===== config.mk =====
export PLATFORM = sky130hd
export DESIGN_NAME = i2c_slave_apb_regs_flat
export DESIGN_NICKNAME = d
export VERILOG_FILES = /design/src/rtl/i2c_slave_apb_regs_if.sv /design/src/rtl/i2c_slave_apb_regs.sv /design/src/flat_wrapper.sv
export SDC_FILE = /design/constraint.sdc
export NUM_CORES = 1
export LEC_CHECK = 0
export ABC_CLOCK_PERIOD_IN_PS = 3630
export BUFFER_PORTS_ARGS = -buffer_cell sky130_fd_sc_hd__buf_2
export CORE_MARGIN = 2
export CORE_UTILIZATION = 40
export DETAILED_ROUTE_END_ITERATION = 8
export REMOVE_ABC_BUFFERS = 1
export SLEW_MARGIN = 25
export SYNTH_ARGS = -nofsm -noshare
export SYNTH_HDL_FRONTEND = slang
export SYNTH_SLANG_ARGS = --single-unit

===== constraint.sdc =====
create_clock -name pclk -period 3.63 [get_ports pclk]
set_input_delay 0 -clock pclk [delete_from_list [all_inputs] [get_ports pclk]]
set_output_delay 0 -clock pclk [all_outputs]
set_load 0.02 [all_outputs]

===== src/rtl/i2c_slave_apb_regs_if.sv =====
// APB-side register access bundle between the access FSM (master) and the
// I2C slave register bank (slave).
interface i2c_slave_apb_regs_if #(
    parameter int ADDR_W = 5
) ();
    logic              rd_en;
    logic              wr_en;
    logic [ADDR_W-1:0] paddr;
    logic [31:0]       pwdata;
    logic [31:0]       prdata;
    logic              pslverr;

    modport master (
        output rd_en, wr_en, paddr, pwdata,
        input  prdata, pslverr
    );

    modport slave (
        input  rd_en, wr_en, paddr, pwdata,
        output prdata, pslverr
    );
endinterface


===== src/rtl/i2c_slave_apb_regs.sv =====
// APB register bank of the I2C slave: CTRL/OWN_ADDR/STATUS registers plus
// TX and RX byte FIFOs shared with the I2C byte engine.
module i2c_slave_apb_regs #(
    parameter int ADDR_W     = 5,
    parameter int FIFO_DEPTH = 4
) (
    input  logic                  pclk,
    input  logic                  preset,
    i2c_slave_apb_regs_if.slave   apb,
    input  logic                  tx_pop,
    output logic [7:0]            tx_data,
    output logic                  tx_empty,
    input  logic                  rx_push,
    input  logic [7:0]            rx_data,
    output logic                  rx_full,
    input  logic                  stop_det,
    output logic                  slv_en,
    output logic [6:0]            own_addr,
    output logic                  irq
);
    localparam int PTR_W = $clog2(FIFO_DEPTH);

    localparam logic [2:0] REG_CTRL   = 3'd0;
    localparam logic [2:0] REG_OWN    = 3'd1;
    localparam logic [2:0] REG_STATUS = 3'd2;
    localparam logic [2:0] REG_TXDATA = 3'd3;
    localparam logic [2:0] REG_RXDATA = 3'd4;

    logic [3:0]       ctrl_q, ctrl_d;
    logic [6:0]       own_addr_q, own_addr_d;
    logic             stop_flag_q, stop_flag_d;
    logic             rx_ovf_q, rx_ovf_d;
    logic [PTR_W:0]   tx_wr_q, tx_wr_d, tx_rd_q, tx_rd_d;
    logic [PTR_W:0]   rx_wr_q, rx_wr_d, rx_rd_q, rx_rd_d;

    logic [FIFO_DEPTH*8-1:0] tx_mem, rx_mem;
    logic [7:0]       tx_head, rx_head;
    logic [2:0]       reg_idx;
    logic             en, tx_full, rx_empty;
    logic             tx_push_ok, tx_pop_ok, rx_push_ok, rx_pop_ok, status_wr;
    logic [31:0]      rd_data;
    logic             rd_err, wr_err;
    logic             unused_bits;

    assign reg_idx  = apb.paddr[4:2];
    assign en       = ctrl_q[0];

    assign tx_empty = (tx_wr_q == tx_rd_q);
    assign tx_full  = (tx_wr_q[PTR_W] != tx_rd_q[PTR_W]) &&
                      (tx_wr_q[PTR_W-1:0] == tx_rd_q[PTR_W-1:0]);
    assign rx_empty = (rx_wr_q == rx_rd_q);
    assign rx_full  = (rx_wr_q[PTR_W] != rx_rd_q[PTR_W]) &&
                      (rx_wr_q[PTR_W-1:0] == rx_rd_q[PTR_W-1:0]);

    assign tx_head  = tx_mem[{tx_rd_q[PTR_W-1:0], 3'b000} +: 8];
    assign rx_head  = rx_mem[{rx_rd_q[PTR_W-1:0], 3'b000} +: 8];
    assign tx_data  = tx_empty ? 8'h00 : tx_head;

    assign slv_en   = ctrl_q[0];
    assign own_addr = own_addr_q;
    assign irq      = (ctrl_q[1] & tx_empty) | (ctrl_q[2] & ~rx_empty) |
                      (ctrl_q[3] & stop_flag_q);

    assign unused_bits = ^{apb.pwdata[31:8], apb.paddr[1:0]};

    // A disabled slave never accepts bytes, so its FIFOs stay empty.
    assign tx_push_ok = apb.wr_en && (reg_idx == REG_TXDATA) && en && !tx_full;
    assign tx_pop_ok  = tx_pop && !tx_empty;
    assign rx_push_ok = rx_push && en && !rx_full;
    assign rx_pop_ok  = apb.rd_en && (reg_idx == REG_RXDATA) && !rx_empty;
    assign status_wr  = apb.wr_en && (reg_idx == REG_STATUS);

    always_comb begin
        rd_data = '0;
        rd_err  = 1'b0;
        wr_err  = 1'b0;
        case (reg_idx)
            REG_CTRL:   rd_data = {28'd0, ctrl_q};
            REG_OWN:    rd_data = {25'd0, own_addr_q};
            REG_STATUS: rd_data = {26'd0, rx_ovf_q, stop_flag_q, rx_full,
                                   rx_empty, tx_full, tx_empty};
            REG_TXDATA: wr_err  = !en || tx_full;
            REG_RXDATA: begin
                rd_data = rx_empty ? 32'd0 : {24'd0, rx_head};
                rd_err  = rx_empty;
            end
            default: begin
                rd_err = 1'b1;
                wr_err = 1'b1;
            end
        endcase
        apb.prdata  = apb.rd_en ? rd_data : 32'd0;
        apb.pslverr = (apb.rd_en & rd_err) | (apb.wr_en & wr_err);
    end

    always_comb begin
        ctrl_d     = ctrl_q;
        own_addr_d = own_addr_q;
        if (apb.wr_en && reg_idx == REG_CTRL) ctrl_d     = apb.pwdata[3:0];
        if (apb.wr_en && reg_idx == REG_OWN)  own_addr_d = apb.pwdata[6:0];

        // Hardware set wins over a simultaneous write-one-to-clear.
        stop_flag_d = stop_det | (stop_flag_q & ~(status_wr & apb.pwdata[4]));
        rx_ovf_d    = (rx_push & en & rx_full) |
                      (rx_ovf_q & ~(status_wr & apb.pwdata[5]));

        tx_wr_d = tx_wr_q + {{PTR_W{1'b0}}, tx_push_ok};
        tx_rd_d = tx_rd_q + {{PTR_W{1'b0}}, tx_pop_ok};
        rx_wr_d = rx_wr_q + {{PTR_W{1'b0}}, rx_push_ok};
        rx_rd_d = rx_rd_q + {{PTR_W{1'b0}}, rx_pop_ok};

        // Flush on the same edge that clears EN, and hold flushed while off.
        if (!ctrl_d[0]) begin
            tx_wr_d = '0;
            tx_rd_d = '0;
            rx_wr_d = '0;
            rx_rd_d = '0;
        end
    end

    always_ff @(posedge pclk or posedge preset) begin
        if (preset) begin
            ctrl_q      <= 4'd0;
            own_addr_q  <= 7'h50;
            stop_flag_q <= 1'b0;
            rx_ovf_q    <= 1'b0;
            tx_wr_q     <= '0;
            tx_rd_q     <= '0;
            rx_wr_q     <= '0;
            rx_rd_q     <= '0;
        end else begin
            ctrl_q      <= ctrl_d;
            own_addr_q  <= own_addr_d;
            stop_flag_q <= stop_flag_d;
            rx_ovf_q    <= rx_ovf_d;
            tx_wr_q     <= tx_wr_d;
            tx_rd_q     <= tx_rd_d;
            rx_wr_q     <= rx_wr_d;
            rx_rd_q     <= rx_rd_d;
        end
    end

    genvar gi;
    generate
        for (gi = 0; gi < FIFO_DEPTH; gi++) begin : g_entry
            logic [7:0] tx_ent_q, tx_ent_d;
            logic [7:0] rx_ent_q, rx_ent_d;

            always_comb begin
                tx_ent_d = tx_ent_q;
                rx_ent_d = rx_ent_q;
                if (tx_push_ok && tx_wr_q[PTR_W-1:0] == PTR_W'(gi))
                    tx_ent_d = apb.pwdata[7:0];
                if (rx_push_ok && rx_wr_q[PTR_W-1:0] == PTR_W'(gi))
                    rx_ent_d = rx_data;
            end

            always_ff @(posedge pclk or posedge preset) begin
                if (preset) begin
                    tx_ent_q <= 8'd0;
                    rx_ent_q <= 8'd0;
                end else begin
                    tx_ent_q <= tx_ent_d;
                    rx_ent_q <= rx_ent_d;
                end
            end

            assign tx_mem[gi*8 +: 8] = tx_ent_q;
            assign rx_mem[gi*8 +: 8] = rx_ent_q;
        end
    endgenerate
endmodule


===== src/flat_wrapper.sv =====
// flat-port wrapper written by rule: the top's interface ports become plain ports
module i2c_slave_apb_regs_flat 
#(
    parameter int ADDR_W     = 5,
    parameter int FIFO_DEPTH = 4
)
  (pclk, preset, tx_pop, tx_data, tx_empty, rx_push, rx_data, rx_full, stop_det, slv_en, own_addr, irq, apb_rd_en, apb_wr_en, apb_paddr, apb_pwdata, apb_prdata, apb_pslverr);
  i2c_slave_apb_regs_if #(.ADDR_W(ADDR_W)) apb_i ();
  input  logic pclk;
  input  logic preset;
  input  logic tx_pop;
  output logic [7:0] tx_data;
  output logic tx_empty;
  input  logic rx_push;
  input  logic [7:0] rx_data;
  output logic rx_full;
  input  logic stop_det;
  output logic slv_en;
  output logic [6:0] own_addr;
  output logic irq;
  input wire logic [$bits(apb_i.rd_en)-1:0] apb_rd_en;
  input wire logic [$bits(apb_i.wr_en)-1:0] apb_wr_en;
  input wire logic [$bits(apb_i.paddr)-1:0] apb_paddr;
  input wire logic [$bits(apb_i.pwdata)-1:0] apb_pwdata;
  output wire logic [$bits(apb_i.prdata)-1:0] apb_prdata;
  output wire logic [$bits(apb_i.pslverr)-1:0] apb_pslverr;
  assign apb_i.rd_en = apb_rd_en;
  assign apb_i.wr_en = apb_wr_en;
  assign apb_i.paddr = apb_paddr;
  assign apb_i.pwdata = apb_pwdata;
  assign apb_prdata = apb_i.prdata;
  assign apb_pslverr = apb_i.pslverr;
  i2c_slave_apb_regs #(.ADDR_W(ADDR_W), .FIFO_DEPTH(FIFO_DEPTH)) u_core (.pclk(pclk), .preset(preset), .apb(apb_i), .tx_pop(tx_pop), .tx_data(tx_data), .tx_empty(tx_empty), .rx_push(rx_push), .rx_data(rx_data), .rx_full(rx_full), .stop_det(stop_det), .slv_en(slv_en), .own_addr(own_addr), .irq(irq));
endmodule

==> impl_metrics.yaml <==
worst_setup_path:
  crit_path_cell_trace: "xnor2_1 -> a31o_2 -> nor3b_2 -> mux2_2"
  worstSetupStartpointType: "flip-flop"
  max_stage_delay_ns: 0.68
  setup.reg_to_reg.worst_slack_ns: 1.28
  crit_type: "reg2reg"
  worst_setup_path_startpoint: "u_core.rx_rd_q[1]"
  required_time_of_the_critical_path_ns: 3.85
  crit_family: "flip-flops"
  worst-r2r-cell-count: 4
  timing.critical_path.depth: 4
  cpMaxStageDelayCell: "sky130_fd_sc_hd__dfrtp_1"
  timing.critical_path.to: "u_core.g_entry[1].rx_ent_q[3]"
  arrival_ns: 2.57
  timing.critical_path.fanout_max: 11
  path_buf_inv: 0
  worstReg2RegEnd: "u_core.g_entry[1].rx_ent_q[3]"
  regToRegStartpoint: "u_core.rx_rd_q[1]"
  critPathCaptureType: "flip-flop"
yosys:
  asyncSetResetFlopFracSynth_pct: 100
  synth.distinct_cells: 43
  synth_enable_flop_cells: 0
  synth_seq_cells: 89
  synth.cell_area_um2: 4650
  synthesis.yosys.warnings: 0
  synth-seq-area-share_pct: 48.0
  synth_cells: 340
  postSynth.topFlopCell: "sky130_fd_sc_hd__dfrtp_1"
  post_synth.cell_area_avg_um2: 13.7
route:
  ant_nets: 0
  route.vias.total: 2745
  detail_route.iter0.violations: 72
  total_routed_wirelength_mm: 9.45
  routed_wire_length_per_instance_um: 16.9
  post-route-drc-count: 0
  iteration_count_of_the_initial_detailed_routing_pass: 4
  routed_via_density: 4.91
sta:
  max_freq_mhz: 426
  grt_setup_unrepaired: "no"
  finalClockSkew_ns: 0.00833
  sum_of_negative_setup_slack_ns: 0
  worst_margin_pin_slew_ns: 0.905
  post-route-period-util_pct: 64.6
  total_count_of_hold_check_failures_in_the_final_report: 0
  fin_hold_ws_ns: 0.0109
  setup_violations: 0
  relSlewSlack_pct: 39.5
  layout_min_cycle_time_ns: 2.35
  maxSlewViolCount: 0
clock_network:
  post_cts_resized: 0
  cts.root.buffer_cell: "sky130_fd_sc_hd__clkbuf_16"
  cts_buffers: 9
  clk-insertion-delay-late_ns: 0.34
  ctsLongestPathBuffers: 2
  clk_pin_slew_worst_paths_ns: 0.06
  htree_levels: 3
  tritoncts: "built"
  tritoncts_num_sinks: 89
finish:
  final_cells: 559
  nNetsFinal: 471
  combined_flip_flop_and_latch_cell_area_um2: 2230
  area_delta_synth_final_pct: 16.7
  drive_above_1_share_pct: 42.8
  multi_input_area_um2: 2180
  n_antenna_cell: 0
  number_of_filler_instances_in_the_final_layout: 1025
global_route:
  grt_first_pass_wirelength_mm: 15.5
  number_of_antenna_violations_at_the_first_check_in_global_routing: 0
  grt_max_degree: 56
  via_count_of_the_first_global_routing_pass: 2915
  grt_usage_pct: 16.0
  overflow: 0
floorplanning:
  placementRows: 39
  core_area_um2: 11400
  die_height_um: 112
  die_area_um2: 12500
  io_pins: 104
  floorplan.die.width_um: 112
  start_util_pct: 40.9
place:
  dp.cells: 525
  post_dp_hpwl_mm: 6.68
  gp_congestion: 0.723
  buffer_ports.inserted: 53
worst_hold_path:
  min-delay-path-class: "in2reg"
run_status:
  status: "complete, no violations"
pwr:
  power_density_nw_per_um2: 531
  leakagePower_nw: 2.62
  max-vdd-ir-drop_mv: 0.384
run:
  maxCapViolations: 0
## metrics by stage
step	util (%)	setup WS, ns	total power, mW	instance area [um2]
floorplan	-	0.887	1.81	4450
global placement	43.5	1.28	1.96	4940
detailed placement	43.5	1.24	1.99	4940
CTS	47.6	1.23	2.92	5420
global route	47.7	1.04	3.03	5420
finish	47.7	1.28	2.88	5420
## state kept, by name, summed over array words and instances (netlist names)
name and cells:
u_core.stop_flag_q 1, u_core.rx_wr_q 3, u_core.tx_wr_q 3, u_core.rx_ovf_q 1, u_core.ctrl_q 4, u_core.g_entry.rx_ent_q 32
u_core.tx_rd_q 3, u_core.own_addr 7, u_core.g_entry.tx_ent_q 32, u_core.rx_rd_q 3
## routing by layer
| metal | share of wire [%] | global-route usage (%) | up-vias |
|---|---|---|---|
| met1 | 46 | 21.0 | 1390 |
| li1 | - | - | 1301 |
| met4 | 1.0 | 3.95 | 0 |
| met3 | 3.4 | 4.19 | 7 |
| met2 | 50 | 26.8 | 47 |
| met5 | 0 | 0 | - |
## cell usage after synthesis, drive strengths merged (4+ instances only)
library cell | n | area (um2)
inv | 13 | 48.8
buf | 35 | 264
mux2i | 4 | 40.0
xnor2 | 8 | 70.1
o22ai | 6 | 37.5
or4 | 4 | 30.0
mux4 | 16 | 360
xor2 | 5 | 58.8
nor2 | 14 | 60.1
mux2 | 74 | 923
ha | 8 | 100
clkbuf | 4 | 15.0
dfrtp | 87 | 2180
nand2 | 7 | 26.3
a31oi | 4 | 25.0
nor3 | 4 | 30.0
nor2b | 19 | 119
## worst register-to-register path, cell delays in order (launching register included)
cell	delay, ns
sky130_fd_sc_hd__dfrtp_1	0.68
sky130_fd_sc_hd__xnor2_1	0.17
sky130_fd_sc_hd__a31o_2	0.30
sky130_fd_sc_hd__nor3b_2	0.67
sky130_fd_sc_hd__mux2_2	0.41
## where the power goes
group          total, mW  switching, mW  internal [mW]
logic              0.629          0.269          0.360
clock network      0.902          0.365          0.537
registers           1.35          0.126           1.22
total               2.88          0.760           2.12
## worst min-delay path by stage
| stage | depth (start not counted) | slack, ns | end | from |
|---|---|---|---|---|
| 2_1_floorplan | 1 | 0.09 | u_core.stop_flag_q | stop_det |
| 3_3_place_gp | 2 | 0.21 | u_core.stop_flag_q | stop_det |
| 3_5_place_dp | 2 | 0.21 | u_core.stop_flag_q | stop_det |
| 4_1_cts | 3 | 0.006 | u_core.stop_flag_q | apb_pwdata[4] |
| 5_1_grt | 2 | 0.02 | u_core.g_entry[3].tx_ent_q[4] | apb_pwdata[4] |
| 6_report | 3 | 0.01 | u_core.stop_flag_q | apb_pwdata[4] |
## layout by cell type, fill, tap and decap left out, drive strengths merged
cell and count:
nor3 4, and3 1, nand2 7, a21oi 1, a31o 1, conb 24, or2b 1, ha 8
nand2b 2, nand3 2, a21o 1, xnor2 8, or4 4, clkbuf 14, nand3b 1, dlygate4sd3 18
mux2i 4, xor2 5, nor4b 2, a22oi 3, buf 58, o221ai 1, o22ai 6, dfstp 2
clkinv 2, mux2 74, o21ai 1, a31oi 4, nor3b 3, nand4b 1, dfrtp 87, nor2b 19
a32o 1, inv 13, nor2 14, o2111ai 1, nand4 2, mux4 16
## logic make-up after synthesis
group | Yosys count | synth area share [%]
AOI/OAI and AO/OA | 20 | 2.99
adders and majority gates | 8 | 2.15
DFF | 89 | 48.0
buffers and inverters | 52 | 7.06
muxes | 94 | 28.5
xor gates and xnor gates | 13 | 2.77
and+or+nand+nor | 63 | 8.46
other | 1 | 0.0807
## cell type report
type	count	share of cell area, %
Tap cell	143	3.30
Clock inverter	2	0.185
Timing Repair Buffer	76	8.91
Sequential cell	89	41.1
Inverter	13	0.946
Clock buffer	14	5.24
Multi-Input combinational cell	222	40.3
## what timing repair did
action                    in CTS  in global routing
buffers inserted               0                  0
hold buffers                  18                  0
hold endpoints to repair     120                  0
Power figures use the tool's default switching activity.
